## config.mk

```make
export PLATFORM = sky130hd
export DESIGN_NAME = control_fsm
export DESIGN_NICKNAME = d
export VERILOG_FILES = /design/src/rtl/control_fsm.sv
export SDC_FILE = /design/constraint.sdc
export NUM_CORES = 1
export LEC_CHECK = 0
export ABC_AREA = 1
export CAP_MARGIN = 5
export CORE_ASPECT_RATIO = 0.75
export CORE_MARGIN = 1
export CORE_UTILIZATION = 45
export CTS_CLUSTER_SIZE = 28
export DETAILED_ROUTE_END_ITERATION = 16
export PLACE_DENSITY = 0.86
export SYNTH_ARGS = -nofsm -noshare
export SYNTH_HDL_FRONTEND = slang
export SYNTH_SLANG_ARGS = --single-unit
```

## constraint.sdc

```tcl
create_clock -name clk -period 2 [get_ports clk]
set_input_delay 0.2 -clock clk [delete_from_list [all_inputs] [get_ports clk]]
set_output_delay 0.2 -clock clk [all_outputs]
set_load 0.05 [all_outputs]
```

## src/rtl/control_fsm.sv

```systemverilog
// Multi-cycle control sequencer for the 16-bit CR16-subset core: steps each
// instruction through fetch/latch/execute/memory phases and drives datapath controls.
module control_fsm (
  input  logic       clk,
  input  logic       reset_n,
  input  logic       halt,
  input  logic [7:0] op,
  input  logic       r_or_i,
  input  logic [3:0] cond,
  input  logic [4:0] flags,
  output logic       ir_en,
  output logic       pc_en,
  output logic [1:0] pc_sel,
  output logic       addr_sel,
  output logic       mem_we,
  output logic       reg_we,
  output logic       wb_sel,
  output logic       flags_we,
  output logic       illegal,
  output logic [2:0] state
);

  localparam int unsigned STATE_W = 3;
  localparam int unsigned KIND_W  = 3;
  localparam int unsigned SEL_W   = 2;

  localparam logic [SEL_W-1:0] PC_INC  = 2'b00;
  localparam logic [SEL_W-1:0] PC_DISP = 2'b01;
  localparam logic [SEL_W-1:0] PC_REG  = 2'b10;

  typedef enum logic [STATE_W-1:0] {
    S_FETCH   = 3'd0,
    S_LATCH   = 3'd1,
    S_EXEC    = 3'd2,
    S_LD_ADDR = 3'd3,
    S_LD_WB   = 3'd4,
    S_STORE   = 3'd5,
    S_BRANCH  = 3'd6
  } state_t;

  typedef enum logic [KIND_W-1:0] {
    K_ALU   = 3'd0,
    K_CMP   = 3'd1,
    K_NOP   = 3'd2,
    K_LOAD  = 3'd3,
    K_STORE = 3'd4,
    K_BCOND = 3'd5,
    K_JCOND = 3'd6,
    K_ILL   = 3'd7
  } kind_t;

  state_t     state_q;
  state_t     next_state;
  kind_t      kind;
  logic       sets_flags;
  logic       cond_true;
  logic [3:0] op_hi;
  logic [3:0] op_lo;
  logic       n_f, z_f, f_f, l_f, c_f;

  assign op_hi = op[7:4];
  assign op_lo = op[3:0];
  assign {n_f, z_f, f_f, l_f, c_f} = flags;
  assign state = state_q;

  // Opcode classification; R-type uses the low nibble, I-type only the high nibble.
  always_comb begin
    kind       = K_ILL;
    sets_flags = 1'b0;
    if (r_or_i) begin
      case (op_hi)
        4'h0: begin
          case (op_lo)
            4'h0:                     kind = K_NOP;
            4'h1, 4'h2, 4'h3, 4'hD:   kind = K_ALU;
            4'h5, 4'h9: begin
              kind       = K_ALU;
              sets_flags = 1'b1;
            end
            4'hB: begin
              kind       = K_CMP;
              sets_flags = 1'b1;
            end
            default:                  kind = K_ILL;
          endcase
        end
        4'h4: begin
          case (op_lo)
            4'h0:    kind = K_LOAD;
            4'h4:    kind = K_STORE;
            4'hC:    kind = K_JCOND;
            4'hF:    kind = K_ALU;
            default: kind = K_ILL;
          endcase
        end
        4'h8:    kind = K_ALU;
        4'hC:    kind = K_BCOND;
        default: kind = K_ILL;
      endcase
    end else begin
      case (op_hi)
        4'h1, 4'h2, 4'h3, 4'h8, 4'hD, 4'hF: kind = K_ALU;
        4'h5, 4'h9: begin
          kind       = K_ALU;
          sets_flags = 1'b1;
        end
        4'hB: begin
          kind       = K_CMP;
          sets_flags = 1'b1;
        end
        4'hC:    kind = K_BCOND;
        default: kind = K_ILL;
      endcase
    end
  end

  // Branch condition against PSR {N,Z,F,L,C}.
  always_comb begin
    cond_true = 1'b0;
    case (cond)
      4'h0: cond_true = z_f;
      4'h1: cond_true = ~z_f;
      4'h2: cond_true = c_f;
      4'h3: cond_true = ~c_f;
      4'h4: cond_true = l_f;
      4'h5: cond_true = ~l_f;
      4'h6: cond_true = n_f;
      4'h7: cond_true = ~n_f;
      4'h8: cond_true = f_f;
      4'h9: cond_true = ~f_f;
      4'hA: cond_true = ~l_f & ~z_f;
      4'hB: cond_true = l_f | z_f;
      4'hC: cond_true = ~n_f & ~z_f;
      4'hD: cond_true = n_f | z_f;
      4'hE: cond_true = 1'b1;
      default: cond_true = 1'b0;
    endcase
  end

  always_ff @(posedge clk or negedge reset_n) begin
    if (!reset_n) state_q <= S_FETCH;
    else          state_q <= next_state;
  end

  // Next state and control outputs; everything defaults low.
  always_comb begin
    next_state = state_q;
    ir_en      = 1'b0;
    pc_en      = 1'b0;
    pc_sel     = PC_INC;
    addr_sel   = 1'b0;
    mem_we     = 1'b0;
    reg_we     = 1'b0;
    wb_sel     = 1'b0;
    flags_we   = 1'b0;
    illegal    = 1'b0;
    case (state_q)
      S_FETCH: begin
        if (!halt) next_state = S_LATCH;
      end
      S_LATCH: begin
        ir_en      = 1'b1;
        next_state = S_EXEC;
      end
      S_EXEC: begin
        next_state = S_FETCH;
        case (kind)
          K_ALU: begin
            reg_we   = 1'b1;
            pc_en    = 1'b1;
            flags_we = sets_flags;
          end
          K_CMP: begin
            pc_en    = 1'b1;
            flags_we = 1'b1;
          end
          K_NOP:            pc_en      = 1'b1;
          K_LOAD:           next_state = S_LD_ADDR;
          K_STORE:          next_state = S_STORE;
          K_BCOND, K_JCOND: next_state = S_BRANCH;
          default: begin
            illegal = 1'b1;
            pc_en   = 1'b1;
          end
        endcase
      end
      S_LD_ADDR: begin
        addr_sel   = 1'b1;
        next_state = S_LD_WB;
      end
      // Address held through the data phase so the memory port stays stable.
      S_LD_WB: begin
        addr_sel   = 1'b1;
        wb_sel     = 1'b1;
        reg_we     = 1'b1;
        pc_en      = 1'b1;
        next_state = S_FETCH;
      end
      S_STORE: begin
        addr_sel   = 1'b1;
        mem_we     = 1'b1;
        pc_en      = 1'b1;
        next_state = S_FETCH;
      end
      S_BRANCH: begin
        pc_en = 1'b1;
        if (cond_true) pc_sel = (kind == K_JCOND) ? PC_REG : PC_DISP;
        next_state = S_FETCH;
      end
      default: next_state = S_FETCH;
    endcase
  end

endmodule
```

==> results.cfg <==
[detailed_routing]
wire_per_inst_um = 13.60
vias = 1270
antenna_left = 0
drtPass1Iterations = 6
wl_mm = 3.114
drt_iter0_markers = 70
vias_per_cell = 5.546
drcViolationCount = 0

[timing]
clock_skew_ps = 1.038
setup_viol = 2
post-route-period-util = 1.062
slew_headroom = 0.6717
min_period_ps = 2124
max_freq_mhz = 470.8
rsz0062_at_grt = true
tightest_slew_ps = 490.9
holdWs_ps = 143.3
hold_viol = 0
drv_slew = 0
setup_slack_ps = -124.0

[floorplan]
die_w_um = 50.14
fp.dieH_um = 38.10
dieArea_um2 = 1910
start_util = 0.5057
rows = 12
io_pins = 34
coreArea_um2 = 1546

[synth]
synthTopCellsByArea = nand2_1 (25%), inv_1 (14%), nor2_1 (10%)
syn_nets = 181
synth_edf_count = 0
ys.warnings.count = 0
yosysMostFrequentCell = nand2_1
synth.distinct_cells = 25
synth_largest_area_cell = nand2_1
synth_cells = 160
synth_flop_cell = dfrtp_1
yosysSeqAreaShare = 0.09600
synth_top_area_share = 0.2544
synth_common_cells = nand2_1 (53), inv_1 (30), nor2_1 (21)
ys_ff_latch = 3
syn-cell-area_um2 = 782.0
synth_area_per_cell_um2 = 4.888
async_flop_share = 1.000

[min_path]
min_path_type = in2async

[cts]
cts_tree = yes
cts_sinks = 3
h-tree-depth = 1
cts_setup_buffers = 0
path_clk_slew_ps = 40
postCtsHoldBufs = 0
clk_path_buf_depth = 2
numCtsBuffers = 3
cts-root-buf = clkbuf_4
insertion_delay_ps = 240

[pwr]
switching_share = 0.5806
irDropWorstVdd_mv = 1.036
combPwrFrac = 0.801
powerDensity_nw_per_um2 = 856.2
p_int_mw = 0.4871
clockPowerShare = 0.097
p_leak_nw = 0.7058
power_frac_seq = 0.102
switching_power_mw = 0.6742

[outcome]
violations = negative setup slack
status = finished with violations

[global_routing]
grt_pass1_vias = 1134
antenna_found_initial = 0
overflow = 0
grt_use_total = 0.3389
grt_max_degree = 8
grt_pass1_wl_mm = 4.761

[layout]
nets = 230
fin_cells = 229
postLayoutCoreUtil = 0.8770
largest_register_ff_count = 3
area_growth_pct = 73.44
antenna_cells = 0
layout-drive-gt1-share = 0.3125

[placement]
dp_cells = 225
gp_congestion = 0.9005
dp_hpwl_mm = 2.290
dp_slack_ps = -236.6
io_buffers = 33

[critical_path]
crit_type = in2out
cpLargestDelayFamily = simple AND/OR/NAND/NOR gates
r2r_slack_ps = 760
critical_path_required_ps = 1800
max_stage_delay_ps = 280
crit_path_cell_trace = dlygate4sd2_1, nor2_2, nand2_2, o21bai_1, nor2_1, nand2_1, nand2_1, nand2_2, nand2_1, nand2_1, nand2_1, o21ai_2, buf_12
reg2reg_depth = 3
path_buf_inv = 2
r2r_start = state[2]
cp_max_fo = 3
r2r-end = state[2]
cp.arrival_ps = 1920
cp_slowest_cell = dlygate4sd2_1
crit_path_end_kind = primary output
start_kind = input port
path_common_cell = nand2_1

[run]
maxCapViolations = 0
[placed cells by master (no fill, tap or decap), types with 4 or more instances in the layout]
| cell type | instances |
|---|---|
| nand2_1 | 48 |
| clkdlybuf4s50_1 | 13 |
| nand3_1 | 11 |
| nor2_1 | 14 |
| inv_1 | 28 |
| o21ai_0 | 7 |
| clkbuf_2 | 4 |
| buf_4 | 15 |
| nor2_2 | 9 |
| nand2_2 | 7 |
| buf_12 | 6 |
| inv_2 | 5 |
[kinds of logic (layout without fill, tap and decap cells)]
group / count (synthesis) / after routing / share of synthesized area
compound gates: 24 / 24 / 0.1952
flops: 3 / 3 / 0.09600
buf+inv: 33 / 81 / 0.1584
simple gates: 100 / 100 / 0.5504
[worst max-delay path by stage]
stage | start | end | slack [ps] | cells past startpoint
finish | op[0] | pc_en | -120 | 13
global route | op[0] | pc_en | -160 | 14
CTS | op[6] | pc_en | 9 | 14
detailed placement | op[7] | pc_en | -240 | 14
global placement | op[7] | pc_en | -130 | 14
floorplan | state[1] | reg_we | -150 | 4
[power by group through the flow]
stage | combinational [mW] | sequential (mW) | clock (mW)
2_1_floorplan | 0.434 | 0.212 | 0
3_3_place_gp | 0.875 | 0.112 | 0
3_5_place_dp | 0.892 | 0.115 | 0
4_1_cts | 0.899 | 0.114 | 0.114
5_1_grt | 0.972 | 0.122 | 0.117
6_report | 0.930 | 0.118 | 0.113
[per-layer routing]
layer | up-vias | GRT usage | part of all wire
met1 | 557 | 0.4161 | 0.42
met5 | - | 0 | 0
met3 | 17 | 0.03571 | 0.076
li1 | 608 | - | -
met2 | 88 | 0.5900 | 0.46
met4 | 0 | 0.1857 | 0.043
[stage by stage]
stage	area, um^2	setup TNS [ps]	power, mW
after floorplan	797.0	-279.2	0.6465
after global placement	1286	-470.3	0.9875
after detailed placement	1286	-1004	1.007
after CTS	1326	0	1.127
after global routing	1356	-404.7	1.211
final	1356	-143.3	1.161
[area by class of cell]
type                       instances  area (um^2)
sequential                         3        75.07
tap                               21        26.28
clock buffer                       4        26.28
fill                              89        190.2
timing repair buffer              44        445.4
multi-input combinational        124        659.4
inverter                          33        123.9
[what timing repair did]
item	in CTS	in global routing
pin swaps	2	2
endpoints found under the setup margin	5	6
resized for setup	19	23
No activity file was read; power rests on OpenSTA's default activity.
